[config.mk]
export PLATFORM = sky130hd
export DESIGN_NAME = pipe_fetch_queue
export DESIGN_NICKNAME = d
export VERILOG_FILES = /design/src/rtl/pipe_pkg.sv /design/src/rtl/pipe_sync_fifo.sv /design/src/rtl/pipe_fetch_queue.sv
export SDC_FILE = /design/constraint.sdc
export NUM_CORES = 1
export LEC_CHECK = 0
export BUFFER_PORTS_ARGS = -buffer_cell sky130_fd_sc_hd__buf_4
export CELL_PAD_IN_SITES_DETAIL_PLACEMENT = 1
export CELL_PAD_IN_SITES_GLOBAL_PLACEMENT = 2
export CORE_ASPECT_RATIO = 1.75
export CORE_MARGIN = 2
export CORE_UTILIZATION = 36
export DETAILED_ROUTE_END_ITERATION = 6
export GPL_ROUTABILITY_DRIVEN = 0
export HOLD_SLACK_MARGIN = 0.12
export PLACE_DENSITY_LB_ADDON = 0.15
export RECOVER_POWER = 50
export SYNTH_ARGS = -nofsm -noshare
export SYNTH_HDL_FRONTEND = slang
export SYNTH_SLANG_ARGS = --single-unit
[constraint.sdc]
create_clock -name i_clock -period 3.6 [get_ports i_clock]
set_input_delay 0.72 -clock i_clock [delete_from_list [all_inputs] [get_ports i_clock]]
set_output_delay 0.72 -clock i_clock [all_outputs]
set_load 0.05 [all_outputs]
[src/rtl/pipe_pkg.sv]
// Shared types and constants for the instruction fetch front end.
package pipe_pkg;

    localparam int INST_W = 32;
    localparam logic [31:0] PC_STEP = 32'd4;
    localparam logic [INST_W-1:0] NOP_INST = 32'h0000_0000;

    // One buffered fetch result: the instruction word and the address of
    // the instruction that follows it (what the IR stage needs for links).
    typedef struct packed {
        logic [INST_W-1:0] inst;
        logic [31:0]       pc4;
    } fetch_entry_t;

    localparam int FETCH_ENTRY_W = $bits(fetch_entry_t);

    // Sequential successor of a word-aligned PC; wraps naturally at 2^32.
    function automatic logic [31:0] next_pc(input logic [31:0] pc);
        return pc + PC_STEP;
    endfunction

endpackage

[src/rtl/pipe_sync_fifo.sv]
// Small synchronous FIFO with flush. The head entry is read straight from
// the storage registers, so it is stable whenever the FIFO is not written
// at the head slot.
module pipe_sync_fifo #(
    parameter int WIDTH = 64,
    parameter int DEPTH = 4,
    localparam int AW = $clog2(DEPTH),
    localparam int CW = $clog2(DEPTH) + 1
) (
    input  logic             i_clock,
    input  logic             i_reset,
    input  logic             i_flush,
    input  logic             i_push,
    input  logic [WIDTH-1:0] i_data,
    input  logic             i_pop,
    output logic [WIDTH-1:0] o_head,
    output logic [CW-1:0]    o_count,
    output logic             o_empty
);

    logic [WIDTH-1:0] r_mem [DEPTH];
    logic [AW-1:0]    r_wr_ptr;
    logic [AW-1:0]    r_rd_ptr;
    logic [CW-1:0]    r_count;

    logic w_full;
    logic w_do_pop;
    logic w_do_push;

    assign w_full    = (r_count == CW'(DEPTH));
    assign o_empty   = (r_count == '0);
    assign w_do_pop  = i_pop && !o_empty;
    // A push into a full FIFO is only legal when the head leaves the same cycle.
    assign w_do_push = i_push && (!w_full || w_do_pop);

    assign o_head  = r_mem[r_rd_ptr];
    assign o_count = r_count;

    // Storage write; cleared on reset so the head reads as zero afterwards.
    always_ff @(posedge i_clock) begin
        if (i_reset) begin
            for (int i = 0; i < DEPTH; i++) begin
                r_mem[i] <= '0;
            end
        end else if (!i_flush && w_do_push) begin
            r_mem[r_wr_ptr] <= i_data;
        end
    end

    // Pointer and occupancy update; flush empties the FIFO in one cycle.
    always_ff @(posedge i_clock) begin
        if (i_reset || i_flush) begin
            r_wr_ptr <= '0;
            r_rd_ptr <= '0;
            r_count  <= '0;
        end else begin
            if (w_do_push) begin
                r_wr_ptr <= r_wr_ptr + AW'(1);
            end
            if (w_do_pop) begin
                r_rd_ptr <= r_rd_ptr + AW'(1);
            end
            case ({w_do_push, w_do_pop})
                2'b10:   r_count <= r_count + CW'(1);
                2'b01:   r_count <= r_count - CW'(1);
                default: r_count <= r_count;
            endcase
        end
    end

endmodule

[src/rtl/pipe_fetch_queue.sv]
// Instruction prefetch queue: owns the fetch PC, issues pipelined in-order
// requests to instruction memory, buffers returned words and presents the
// head entry (instruction + PC+4) to the IF/ID register. A redirect flushes
// the buffer, reloads the PCs and arranges for in-flight stale words to be
// discarded as they come back.
//
// Handshakes:
//   imem request: a request transfers on a cycle where o_imem_req and
//   i_imem_gnt are both high; o_imem_addr is the address of that request.
//   imem response: each i_imem_rvalid pulse returns exactly one granted
//   request, in grant order, never in the grant cycle itself.
//   output: the head transfers on a cycle where o_out_valid and i_out_ready
//   are both high and no redirect is present; o_out_valid never depends on
//   i_out_ready.
module pipe_fetch_queue
    import pipe_pkg::*;
#(
    parameter int          DEPTH    = 4,
    parameter logic [31:0] RESET_PC = 32'h0000_0000
) (
    input  logic              i_clock,
    input  logic              i_reset,
    output logic              o_imem_req,
    output logic [31:0]       o_imem_addr,
    input  logic              i_imem_gnt,
    input  logic              i_imem_rvalid,
    input  logic [INST_W-1:0] i_imem_rdata,
    input  logic              i_redirect,
    input  logic [31:0]       i_redirect_pc,
    output logic              o_out_valid,
    output logic [INST_W-1:0] o_out_inst,
    output logic [31:0]       o_out_pc4,
    input  logic              i_out_ready
);

    localparam int CW = $clog2(DEPTH) + 1;

    logic [31:0]   r_fetch_pc;
    logic [31:0]   r_resp_pc;
    logic [CW-1:0] r_outstanding;
    logic [CW-1:0] r_discard;

    logic          w_grant;
    logic          w_resp_accept;
    logic          w_pop;
    logic          w_credit;
    logic [CW:0]   w_inflight;
    logic [CW-1:0] w_count;
    logic          w_empty;
    fetch_entry_t  w_push_entry;
    fetch_entry_t  w_head;

    // Every request either sits in memory or occupies a buffer slot, so the
    // sum bounds the space that could be demanded of the queue.
    assign w_inflight = {1'b0, w_count} + {1'b0, r_outstanding};
    assign w_credit   = (w_inflight < (CW + 1)'(DEPTH));

    assign o_imem_req  = !i_reset && !i_redirect && w_credit;
    assign o_imem_addr = r_fetch_pc;

    assign w_grant       = o_imem_req && i_imem_gnt;
    // Words arriving while stale requests drain, or in a redirect cycle, are dropped.
    assign w_resp_accept = i_imem_rvalid && !i_redirect && (r_discard == '0);
    assign w_pop         = !w_empty && i_out_ready && !i_redirect;

    assign w_push_entry.inst = i_imem_rdata;
    assign w_push_entry.pc4  = next_pc(r_resp_pc);

    pipe_sync_fifo #(
        .WIDTH (FETCH_ENTRY_W),
        .DEPTH (DEPTH)
    ) u_fifo (
        .i_clock (i_clock),
        .i_reset (i_reset),
        .i_flush (i_redirect),
        .i_push  (w_resp_accept),
        .i_data  (w_push_entry),
        .i_pop   (w_pop),
        .o_head  (w_head),
        .o_count (w_count),
        .o_empty (w_empty)
    );

    assign o_out_valid = !w_empty;
    assign o_out_inst  = w_empty ? NOP_INST : w_head.inst;
    assign o_out_pc4   = w_head.pc4;

    // Fetch PC: advances per granted request, reloaded on redirect.
    always_ff @(posedge i_clock) begin
        if (i_reset) begin
            r_fetch_pc <= RESET_PC;
        end else if (i_redirect) begin
            r_fetch_pc <= i_redirect_pc;
        end else if (w_grant) begin
            r_fetch_pc <= next_pc(r_fetch_pc);
        end
    end

    // Response PC: address of the next word expected to be kept.
    always_ff @(posedge i_clock) begin
        if (i_reset) begin
            r_resp_pc <= RESET_PC;
        end else if (i_redirect) begin
            r_resp_pc <= i_redirect_pc;
        end else if (w_resp_accept) begin
            r_resp_pc <= next_pc(r_resp_pc);
        end
    end

    // Requests granted but not yet returned (stale ones included).
    always_ff @(posedge i_clock) begin
        if (i_reset) begin
            r_outstanding <= '0;
        end else begin
            case ({w_grant, i_imem_rvalid})
                2'b10:   r_outstanding <= r_outstanding + CW'(1);
                2'b01:   r_outstanding <= r_outstanding - CW'(1);
                default: r_outstanding <= r_outstanding;
            endcase
        end
    end

    // Stale responses still to be dropped. On redirect every request still in
    // flight after this cycle's response becomes stale; no grant can occur in
    // a redirect cycle, so that is outstanding minus this cycle's return.
    always_ff @(posedge i_clock) begin
        if (i_reset) begin
            r_discard <= '0;
        end else if (i_redirect) begin
            r_discard <= r_outstanding - CW'(i_imem_rvalid);
        end else if (i_imem_rvalid && (r_discard != '0)) begin
            r_discard <= r_discard - CW'(1);
        end
    end

endmodule
## Word level (Yosys, flattened, before mapping)

Memories as Yosys holds them, arrays and structs flattened. A register that Yosys moved wholly into a read port is not among the register bits.
Index checks and enable logic that the tools add are counted.

| word-level totals | value |
|---|---|
| memories | 1 |
| input port bits | 70 |
| flip-flop bits (word level) | 77 |
| ROM bits | 0 |
| output and inout bits | 98 |
| latch bits | 0 |
| RAM bits | 256 |
| word-level logic and storage cells | 70 |

Memory list:

| name | depth | bits a word | read ports | clocked after memory_dff | wr ports | RTL line | text |
|---|---|---|---|---|---|---|---|
| u_fifo.r_mem | 4 | 64 | 1 | 1 | 4 | pipe_sync_fifo.sv:21 | `logic [WIDTH-1:0] r_mem [DEPTH];` |

| operators by class | value |
|---|---|
| bitwise gates (word level) | 0 |
| $add $sub $neg | 11 |
| multipliers | 0 |
| multiplexer cells | 19 |
| order comparisons | 1 |
| reductions and logical operators | 26 |
| shift operators | 0 |
| equal/unequal tests | 5 |
| divide/modulo/power cells | 0 |

Operators with widths:

| cell | count |
|---|---|
| $mux W32 | 5 |
| $add A32 B3 Y32 const B | 2 |
| $mux W64 | 1 |
| $reduce_or A64 Y1 | 1 |
| $pmux W3 S2 | 2 |
| $logic_and A1 B1 Y1 | 11 |
| $reduce_bool A2 Y1 | 5 |
| $sub A3 B1 Y3 const B | 3 |
| $add A3 B1 Y3 const B | 2 |
| $logic_not A3 Y1 | 2 |
| $mux W1 | 6 |
| $mux W2 | 3 |
| $mux W3 | 2 |
| $add A2 B1 Y2 const B | 2 |
| $add A3 B3 Y4 | 1 |
| $eq A2 B1 Y1 const B | 2 |
| $eq A2 B2 Y1 const B | 2 |
| $logic_not A1 Y1 | 4 |
| $lt A4 B3 Y1 const B | 1 |
| $eq A3 B3 Y1 const B | 1 |
| $reduce_bool A3 Y1 | 1 |
| $sub A3 B1 Y3 | 1 |
| $logic_or A1 B1 Y1 | 2 |

## Depth between registers and ports, before layout

Gate-level depths: netlist of run 1.

| logic depth | value |
|---|---|
| depth in word-level cells | 13 |
| depth in mapped cells | 11 |
| depth with buffers taken out | 10 |

## Cells and area by module

Synthesis of run 1 repeated with hierarchy kept, for this count alone.

| unflattened totals | value |
|---|---|
| cell total of the unflattened synthesis | 1282 |
| area total of the unflattened synthesis | 16189.3 um^2 |

Modules (own cells, without submodules):

| module | area each (um^2) | seq. area each (um^2) | instances | cells an instance |
|---|---|---|---|---|
| pipe_sync_fifo | 11448.5 | 7867.5 | 1 | 673 |
| pipe_fetch_queue | 4740.8 | 1401.3 | 1 | 609 |

## Least setup slack after synthesis of run 1

No wires, ideal clock.

| timing path | value |
|---|---|
| path kind | in2reg |
| start point | input i_redirect |
| end point | memory u_fifo.r_mem[2][0] (enable) |
| required time | 3.168 ns |
| cell stages on the path | 5 |
| arrival | 3.182 ns |
| setup time | 0.432 ns |
| path buffers | 1 |
| setup slack | -0.014 ns |
| cells stage by stage | or2_2 -> clkbuf_1 -> nor3_2 -> nand3b_1 -> nand2b_1 |

RTL lines:

| what | RTL line | text |
|---|---|---|
| from (decl) | pipe_fetch_queue.sv:28 | `input logic i_redirect,` |
| to (decl) | pipe_sync_fifo.sv:21 |  |

## Final worst setup path of run 1

| timing path | value |
|---|---|
| start point | register u_fifo.r_count[2], in the netlist u_fifo.o_count[2] |
| end point | output o_imem_req |

| between the ends | value |
|---|---|
| longest elaborated chain between the ends | 3 |

RTL lines:

| what | RTL line | text |
|---|---|---|
| from (decl) | pipe_sync_fifo.sv:24 | `logic [CW-1:0] r_count;` |
| from (signal assigned) | pipe_sync_fifo.sv:64 | `2'b10: r_count <= r_count + CW'(1);` |
| from (signal assigned) | pipe_sync_fifo.sv:65 | `2'b01: r_count <= r_count - CW'(1);` |
| from (signal assigned) | pipe_sync_fifo.sv:66 | `default: r_count <= r_count;` |
| $add A3 B3 Y4 | pipe_fetch_queue.sv:55 | `assign w_inflight = {1'b0, w_count} + {1'b0, r_outstanding};` |
| $lt A4 B3 Y1 | pipe_fetch_queue.sv:56 | `assign w_credit = (w_inflight < (CW + 1)'(DEPTH));` |
| $logic_and A1 B1 Y1 | pipe_fetch_queue.sv:58 | `assign o_imem_req = !i_reset && !i_redirect && w_credit;` |
| to (decl) | pipe_fetch_queue.sv:23 | `output logic o_imem_req,` |

No other way between the ends.

==> metrics.txt, run 1 <==
Post-DRT Antenna Nets=0; VDD IR max=0.000270 V; Tcrit/Tclk final=91.9%; post-synthesis simple-gate area fraction=18.7%; # rows=101; Filler cells=approximately 4,600; Crit Path Max Fanout=5; setup TNS=0 ns; clock tree buffer depth=3; main combinational cell family by area after synthesis=simple AND/OR/NAND/NOR gates; Gate Count Post-Synth=approximately 1,300; area occupied by multi-input gates=5930 um2; CTS buffer count=34; Tmin final=3.31 ns; Setup crit end kind=output port; asr flop ratio synth=0%; Netlist Area Pre-Place=15,700 um2; GRT Total Usage=between 10% and 20%; CTS tree=built; register-to-register setup slack=around 0.48 ns; Ports=168; register area=9280 um2; average size of a mapped cell=12.4 um2; fin worst setup slack=around 0.29 ns; DIE AREA=45,300 um2; Maximum Capacitance Violations=0; Unique masters post-synth=62; nets=1,497; leak pwr=6.41 nW; EDFF count, synth=256; Top FF cell, synth=edfxtp_1; placed insts=around 1,900; FMAX=a little over 300 MHz; RSZ-0062 raised after global routing=false; post-cts resize count=0; Slew HR=under 10%; Int Power=6.61 mW; sw power=2.28 mW; initial antenna violation count=0; multiplexer area fraction after synthesis=~9%; Syn. warnings=0; CP Class=register to output port; DPL Wire Length=slightly above 30,000 um; post-synthesis adder-cell area fraction=0.975%; combinational group share of total power=11.1%; R2R cell count=8; WL per Instance=21.8 um; Worst setup endpoint=o_imem_req; initial core utilization=36.2%; gr ovfl total=0; Worst Hold Class=primary input to register; via count=10,314; fin util=42.7%; # setup viols final=0; die extent in y=280 um; WP data required=between 2 and 3 ns; Power Density=482 nW/um2; sequential group share of total power=50.3%; CP Launch Point=u_fifo.o_count[2]$_SDFFE_PP0P_; switching share of total power=25.7%; status=finished, final reports clean; post-synthesis sequential area ratio=59.2%; pin count of the biggest net entering global routing=45; first-pass GRT wire length=67,000 um; final hold slack=0.428 ns; H-tree Lvls=2; clock share of power=38.6%; number of global-route vias before repair=11,416; Setup crit start kind=register; ANT cells=0; syn nets=1,341; Seq cells post-synth=approximately 340; Slew Limit Fails=0; CTS Hold Bufs=0; DRT Pass-1 Iters=4; CTS root buf=clkbuf_16; final cell count without fillers=2,003; Area Growth Syn to Fin=17.9%; CP arrival=~2.6 ns; CTS sink cnt=335; post-CTS setup repair buffer count=0; final hold vios=0; I/O Buffers=~170; Reg clk slew, reported paths=about 0.06 ns; DRT iter0 DRCs=approximately 450; vias per cell=5.15; core footprint=between 40,000 and 50,000 um2; layout cells sized above 1=20.0%; Post-Synth XOR/XNOR Area=~4.4%; Worst Tran Pin Value=1.38 ns; later-pin clock latency in the skew report=0.53 ns; DRT Wirelength=~44,000 um; chip width=162 um; Setup Skew=0.0150 ns; pre-CTS setup slack=between 0.6 and 0.7 ns; worst reg2reg endpoint=u_fifo.r_mem[0][44]$_SDFFCE_PN0P_; Synth Area in Compound Gates=between 4 and 5%; # DRC=0; reg-to-reg critical path startpoint=r_discard[0]$_SDFFE_PP0P_
[registers in the layout, indices dropped and copies added (netlist names), named ones only]
signal	flops
u_fifo.r_mem	256
o_imem_addr	32
r_resp_pc	32
r_discard	3
r_outstanding	3
u_fifo.o_count	3
u_fifo.r_rd_ptr	2
u_fifo.r_wr_ptr	2
[synthesized netlist by cell type, drive strengths merged, types with 2 or more instances]
cell type	instances	share of area, %
o21bai	4	0.19
buf	38	1.2
nand3b	5	0.24
nor4	23	1.2
edfxtp	256	49
a31oi	11	0.44
ha	9	0.72
nor4b	2	0.15
xnor2	60	3.4
nand2	55	1.3
clkbuf	46	1.1
o21a	2	0.096
a21boi	16	0.77
nor3b	3	0.21
nor3	31	1.1
nand2b	5	0.20
a41o	2	0.13
and3	7	0.28
or4	3	0.17
nand3	35	1.2
mux4	64	9.2
o21ai	19	0.61
o211ai	4	0.19
nand4	20	0.84
or3	6	0.24
a21oi	37	1.2
xor2	18	1.0
or2	3	0.12
a211oi	10	0.48
nor2	168	4.0
and4	5	0.28
fa	2	0.26
o311ai	3	0.17
dfxtp	79	10
and2	174	6.9
inv	23	0.55
[area by class of cell]
class                           count  area share [%]
Sequential cell                   335            50.2
Timing Repair Buffer              204            7.72
Multi-Input combinational cell    818            32.1
Tap cell                          566            3.84
Clock buffer                       46            4.97
Inverter                           23           0.468
Clock inverter                     11           0.644
[per-stage QoR]
stage               instance area (um2)  power (mW)
finish                            18500        8.90
global route                      18500        9.22
detailed placement                17700        5.61
CTS                               18800        9.07
floorplan                         15700        5.17
global placement                  17700        5.58
[layout by cell type, fill, tap and decap left out, drive strengths merged, types with 3 or more instances in the layout]
cell and instances:
and3 7, a21oi 37, nor4 23, or3 6
nand2b 5, o211ai 4, and2 174, a211oi 10
nor3b 3, clkinv 9, nor2 168, buf 156
dfxtp 79, o311ai 3, xnor2 60, nand3 35
a31oi 11, ha 9, edfxtp 256, nand4 20
nand3b 5, mux4 64, inv 23, or2 3
clkbuf 94, or4 3, nand2 55, o21bai 4
nor3 31, and4 5, a21boi 16, xor2 18
o21ai 19
[critical path, stage by stage, from the launching register on]
cell,delay [ns]
dfxtp_1,0.42
ha_1,0.27
nor3_1,0.38
nand2_1,0.27
nor2_1,0.44
buf_4,0.29
[routing by layer]
layer  vias up  part of all wire [%]  track usage [%]  routed length [um]
li1       4853                     -                -                   -
met1      5188                    37             20.6               16000
met2       208                    57             39.3               25000
met3        65                   3.3             2.47                1440
met4         0                   2.6             5.99                1150
met5         -                     0                0                   0
[logic make-up after synthesis]
| logic type | Yosys count |
|---|---|
| AO/OA/AOI/OAI | 116 |
| XOR/XNOR | 78 |
| adder cells (fa/ha/maj) | 11 |
| buffers and inverters | 107 |
| flip-flops | 335 |
| multiplexers | 65 |
| AND/OR/NAND/NOR | 548 |
[power groups by stage]
stage / Sequential [mW] / Clock (mW) / Combinational (mW)
after detailed placement: 4.56 / 0 / 1.05
after CTS: 4.48 / 3.54 / 1.05
final: 4.47 / 3.44 / 0.987
after global placement: 4.55 / 0 / 1.04
after global routing: 4.50 / 3.65 / 1.07
after floorplan: 4.58 / 0 / 0.587
[worst min-delay path by stage]
stage	to	cells past startpoint	slack, ns	startpoint
6_report	r_resp_pc[26]$_SDFFE_PP0N_	3	0.43	i_redirect_pc[26]
5_1_grt	o_imem_addr[28]$_SDFFE_PP0N_	3	0.44	i_redirect_pc[28]
4_1_cts	r_resp_pc[26]$_SDFFE_PP0N_	3	0.41	i_redirect_pc[26]
3_5_place_dp	o_imem_addr[1]$_SDFFE_PP0P_	2	0.46	o_imem_addr[1]$_SDFFE_PP0P_
3_3_place_gp	o_imem_addr[1]$_SDFFE_PP0P_	2	0.46	o_imem_addr[1]$_SDFFE_PP0P_
2_1_floorplan	r_resp_pc[0]$_SDFFE_PP0P_	2	0.46	r_resp_pc[0]$_SDFFE_PP0P_
(Power assumes the default switching activity.)
==> inputs of run 2 (changes only) <==
--- a/config.mk
+++ b/config.mk
@@ -16,6 +16,7 @@
 export HOLD_SLACK_MARGIN = 0.12
 export PLACE_DENSITY_LB_ADDON = 0.15
 export RECOVER_POWER = 50
+export REMOVE_ABC_BUFFERS = 1
 export SYNTH_ARGS = -nofsm -noshare
 export SYNTH_HDL_FRONTEND = slang
 export SYNTH_SLANG_ARGS = --single-unit
==> run 2 against run 1 <==
The run now ends with capacitance limit, slew limit left. Via count is 1.2% lower. Cell count hardly changed. Register-to-register slack worse by 0.08 ns. Setup slack better by 0.080 ns. Highest routed layer unchanged.
==> metrics.txt, run 2 (synthesis results as in run 1) <==
CP Launch Point=u_fifo.o_count[2]$_SDFFE_PP0P_; CTS buffer count=31; Power, Total=8.77 mW; RSZ-0062 raised after global routing=false; DIE AREA=45,300 um2; Filler cells=4,631; Tcrit/Tclk final=89.7%; DRT Pass-1 Iters=4; Ports=approximately 170; Setup Skew=~0.026 ns; Tmin final=between 3 and 4 ns; leak pwr=6.45 nW; crit path cell chain=ha_1 -> nor3_1 -> nand2_1 -> nor2_1 -> buf_4; register area=9280 um2; CP peak stage delay=0.67 ns; Worst Tran Pin Value=about 1.7 ns; die extent in y=280 um; hold path start=i_redirect_pc[28]; met2 wire length=24,000 um; later-pin clock latency in the skew report=0.59 ns; ANT cells=0; Post-DRT Antenna Nets=0; number of global-route vias before repair=roughly 11,000; CTS sink cnt=approximately 340; CP arrival=2.51 ns; slowest cell on the critical path=nor3_1; fin worst setup slack=around 0.37 ns; area occupied by multi-input gates=5960 um2; H-tree Lvls=1; failing checks=capacitance limit, slew limit; DPL Wire Length=around 29,000 um; final hold slack=between 0.3 and 0.4 ns; final hold vios=0; Worst Hold Class=primary input to register; CTS Hold Bufs=0; CTS tree=built; met1 WL=15,800 um; CP Class=register to output port; R2R cell count=7; # setup viols final=0; DRT Wirelength=42,400 um; via count=slightly above 10,000; status=complete, but fails checks; setup TNS=0 ns; max reg flops=256; Reg clk slew, reported paths=about 0.070 ns; DRT iter0 DRCs=444; initial core utilization=36.2%; worst reg2reg endpoint=o_imem_addr[4]$_SDFFE_PP0N_; post-cts resize count=0; Slew HR=-14.0%; register-to-register setup slack=~0.40 ns; Setup crit end kind=output port; most common cell after layout, fill and taps aside=edfxtp_1; final cell count without fillers=2,001; I/O Buffers=approximately 170; vias per cell=roughly 5.1; pre-CTS setup slack=0.435 ns; Setup crit start kind=register; WL per Instance=21.2 um; CP Depth=5; # DRC=0; # rows=101; delay-heaviest family, CP=simple AND/OR/NAND/NOR gates; reg-to-reg critical path startpoint=u_fifo.o_count[2]$_SDFFE_PP0P_; Highest Signal Layer=met4; placed insts=1,943; FMAX=310 MHz; chip width=162 um; WP buf/inv=1; most frequent cells in the layout=edfxtp_1 (256), nor2_1 (168), and2_1 (165); layout cells sized above 1=20.6%; core footprint=43,200 um2; Power Density=475 nW/um2; VDD IR max=between 0.0003 and 0.0004 V; first-pass GRT wire length=64,900 um; post-CTS setup repair buffer count=0; largest reg by FF count=u_fifo.r_mem; clock tree buffer depth=3; Area Growth Syn to Fin=17.9%; Maximum Capacitance Violations=2; pin count of the biggest net entering global routing=41; GRT Total Usage=18.8%; nets=1,491; routed wl met3=about 1500 um; initial antenna violation count=0; Slew Limit Fails=66; Crit Path Max Fanout=5; CTS root buf=clkbuf_16; Worst setup endpoint=o_imem_req; WP data required=2.88 ns; gr ovfl total=0
[run 2: report_power, final]
group | leakage [nW] | switching, mW | internal (mW)
clock network | 0.496 | 1.50 | 1.82
logic | 2.66 | 0.648 | 0.333
registers | 3.30 | 0.125 | 4.34
[run 2: final cells by class]
cell class / instances / share of cell area, %
multi-input combinational: 818 / 32.3
clock inverter: 20 / 0.914
clock buffer: 38 / 4.57
timing repair buffer: 201 / 7.72
inverter: 23 / 0.467
tap: 566 / 3.83
sequential: 335 / 50.2
[run 2: worst min path at each step]
stage | to | slack [ns] | depth (start not counted)
after floorplan | r_resp_pc[0]$_SDFFE_PP0P_ | 0.45 | 2
after global placement | o_imem_addr[1]$_SDFFE_PP0P_ | 0.45 | 2
after detailed placement | o_imem_addr[1]$_SDFFE_PP0P_ | 0.45 | 2
after CTS | o_imem_addr[28]$_SDFFE_PP0N_ | 0.33 | 3
after global routing | o_imem_addr[28]$_SDFFE_PP0N_ | 0.36 | 3
final | o_imem_addr[28]$_SDFFE_PP0N_ | 0.36 | 3
[run 2: stage by stage]
step                util [%]  area [um2]
floorplan                  -       15300
global placement        41.0       17700
detailed placement      41.0       17700
CTS                     43.4       18700
global route            42.7       18500
finish                  42.7       18500
[run 2: routing by layer]
metal | GRT usage (%) | vias up
li1 | - | 4851
met2 | 37.7 | 215
met3 | 1.76 | 70
met4 | 5.99 | 0
met1 | 20.4 | 5056
met5 | 0 | -
[run 2: worst min-delay path: stages]
cell     delay, ns
buf_4         0.09
nand2_1       0.04
o21ai_1       0.06
==> inputs of run 3 (changes only) <==
--- a/config.mk
+++ b/config.mk
@@ -9,12 +9,11 @@
 export CELL_PAD_IN_SITES_DETAIL_PLACEMENT = 1
 export CELL_PAD_IN_SITES_GLOBAL_PLACEMENT = 2
 export CORE_ASPECT_RATIO = 1.75
-export CORE_MARGIN = 2
 export CORE_UTILIZATION = 36
 export DETAILED_ROUTE_END_ITERATION = 6
 export GPL_ROUTABILITY_DRIVEN = 0
 export HOLD_SLACK_MARGIN = 0.12
-export PLACE_DENSITY_LB_ADDON = 0.15
+export PLACE_DENSITY_LB_ADDON = 0.1
 export RECOVER_POWER = 50
 export REMOVE_ABC_BUFFERS = 1
 export SYNTH_ARGS = -nofsm -noshare
==> run 3 against run 2 <==
The flow still finishes with violations (capacitance limit, slew limit). Clock power is 9.9% higher. Total power is 3.9% higher. Via count hardly changed. Sequential power hardly changed. Setup slack better by 0.028 ns. Sequential cell count stayed put. Largest power group unchanged. Highest routed layer unchanged.
==> metrics.txt, run 3 (synthesis results as in run 1) <==
Setup crit start kind=primary input; Int Power=6.81 mW; WL per Instance=21.1 um; fin area=roughly 19,000 um2; RSZ-0062 raised after global routing=false; Highest Signal Layer=met4; routed wl met3=1210 um; core footprint=42,700 um2; Post-DRT Antenna Nets=0; gr ovfl total=0; first-pass GRT wire length=roughly 66,000 um; CTS Hold Bufs=0; nets=around 1,500; met1 WL=between 15,000 and 20,000 um; Setup Skew=around 0.014 ns; max reg flops=256; switching share of total power=25.2%; worst reg2reg endpoint=u_fifo.r_mem[3][47]$_DFFE_PP_; H-tree Lvls=2; leak pwr=6.54 nW; Area Growth Syn to Fin=19.2%; combinational group share of total power=approximately 11%; Slew HR=-3.90%; clock tree buffer depth=3; register-to-register setup slack=~0.54 ns; DRT Pass-1 Iters=4; GRT Total Usage=approximately 20%; sw power=2.30 mW; FMAX=312 MHz; later-pin clock latency in the skew report=0.52 ns; CTS buffer count=35; Crit Path Max Fanout=21; die extent in y=between 200 and 300 um; final hold vios=0; fin worst setup slack=0.399 ns; fin util=43.7%; CP Launch Point=i_redirect; WP data required=approximately 2.9 ns; final cell count without fillers=2,006; # setup viols final=0; Worst Tran Pin Value=1.56 ns; Maximum Capacitance Violations=1; placed insts=1,944; final hold slack=0.429 ns; number of global-route vias before repair=11,417; VDD IR max=0.000257 V; DPL Wire Length=29,000 um; # DRC=0; pre-CTS setup slack=0.387 ns; largest reg by FF count=u_fifo.r_mem; DP Area=roughly 18,000 um2; Power Density=488 nW/um2; Tcrit/Tclk final=88.9%; status=complete, but fails checks; pin count of the biggest net entering global routing=43; CP arrival=between 2 and 2.5 ns; layout cells sized above 1=20.8%; CTS root buf=clkbuf_16; most common cell after layout, fill and taps aside=edfxtp_1; Tmin final=3.20 ns; CTS sink cnt=335; # rows=100; CP Class=primary input to output port; sequential group share of total power=49.1%; R2R cell count=6; DIE AREA=44,400 um2; Worst setup endpoint=o_imem_req; I/O Buffers=167; ANT cells=0; reg-to-reg critical path startpoint=r_discard[0]$_SDFFE_PP0P_; initial antenna violation count=0; CTS tree=built; Reg clk slew, reported paths=0.07 ns; clock share of power=approximately 40%; Worst Hold Class=primary input to register; post-CTS setup repair buffer count=0; DRT iter0 DRCs=274; chip width=about 160 um; Slew Limit Fails=36; most frequent cells in the layout=edfxtp_1 (256), nor2_1 (168), and2_1 (157); met2 wire length=24,100 um; Ports=168; post-cts resize count=0; via count=10,196; Setup crit end kind=output port; initial core utilization=36.7%; vias per cell=between 5 and 6; failing checks=capacitance limit, slew limit; DRT Wirelength=42,400 um
[run 3: worst max-delay path, stage by stage]
cell and delay, ns:
clkbuf_1 0.72, or2_0 0.68, nor2_1 0.12, buf_4 0.22
[run 3: cell type report]
cell class	count	area [um2]
inverters	23	86.3
fillers	4506	24000
clock inverters	20	208
well taps	561	702
flip-flops and latches	335	9280
multi-input cells	818	5950
repair buffers	207	1520
clock buffers	42	922
[run 3: how the worst min path moves through the flow]
| stage | from | to | slack (ns) | depth (start not counted) |
|---|---|---|---|---|
| 3_3_place_gp | o_imem_addr[0]$_SDFFE_PP0P_ | o_imem_addr[0]$_SDFFE_PP0P_ | 0.45 | 2 |
| 3_5_place_dp | o_imem_addr[0]$_SDFFE_PP0P_ | o_imem_addr[0]$_SDFFE_PP0P_ | 0.45 | 2 |
| 4_1_cts | i_redirect_pc[24] | r_resp_pc[24]$_SDFFE_PP0N_ | 0.41 | 3 |
| 5_1_grt | i_redirect_pc[29] | r_resp_pc[29]$_SDFFE_PP0N_ | 0.44 | 3 |
| 2_1_floorplan | r_resp_pc[0]$_SDFFE_PP0P_ | r_resp_pc[0]$_SDFFE_PP0P_ | 0.45 | 2 |
| 6_report | i_redirect_pc[24] | r_resp_pc[24]$_SDFFE_PP0N_ | 0.43 | 3 |
[run 3: power by group through the flow]
stage | sequential, mW | clock [mW] | combinational (mW)
2_1_floorplan | 4.60 | 0 | 0.537
3_3_place_gp | 4.54 | 0 | 1.04
3_5_place_dp | 4.55 | 0 | 1.04
4_1_cts | 4.47 | 3.77 | 1.05
5_1_grt | 4.49 | 3.89 | 1.07
6_report | 4.47 | 3.65 | 0.991
[run 3: metrics by stage]
stage / setup TNS [ns] / total power, mW
6_report: 0 / 9.11
3_5_place_dp: 0 / 5.60
4_1_cts: 0 / 9.29
5_1_grt: 0 / 9.46
3_3_place_gp: 0 / 5.58
2_1_floorplan: -295.53 / 5.14
[run 3: layer usage]
metal  up-vias  global-route usage [%]
li1       4866                       -
met5         -                       0
met4         0                    5.82
met1      5091                    20.9
met2       188                    39.2
met3        51                    2.27
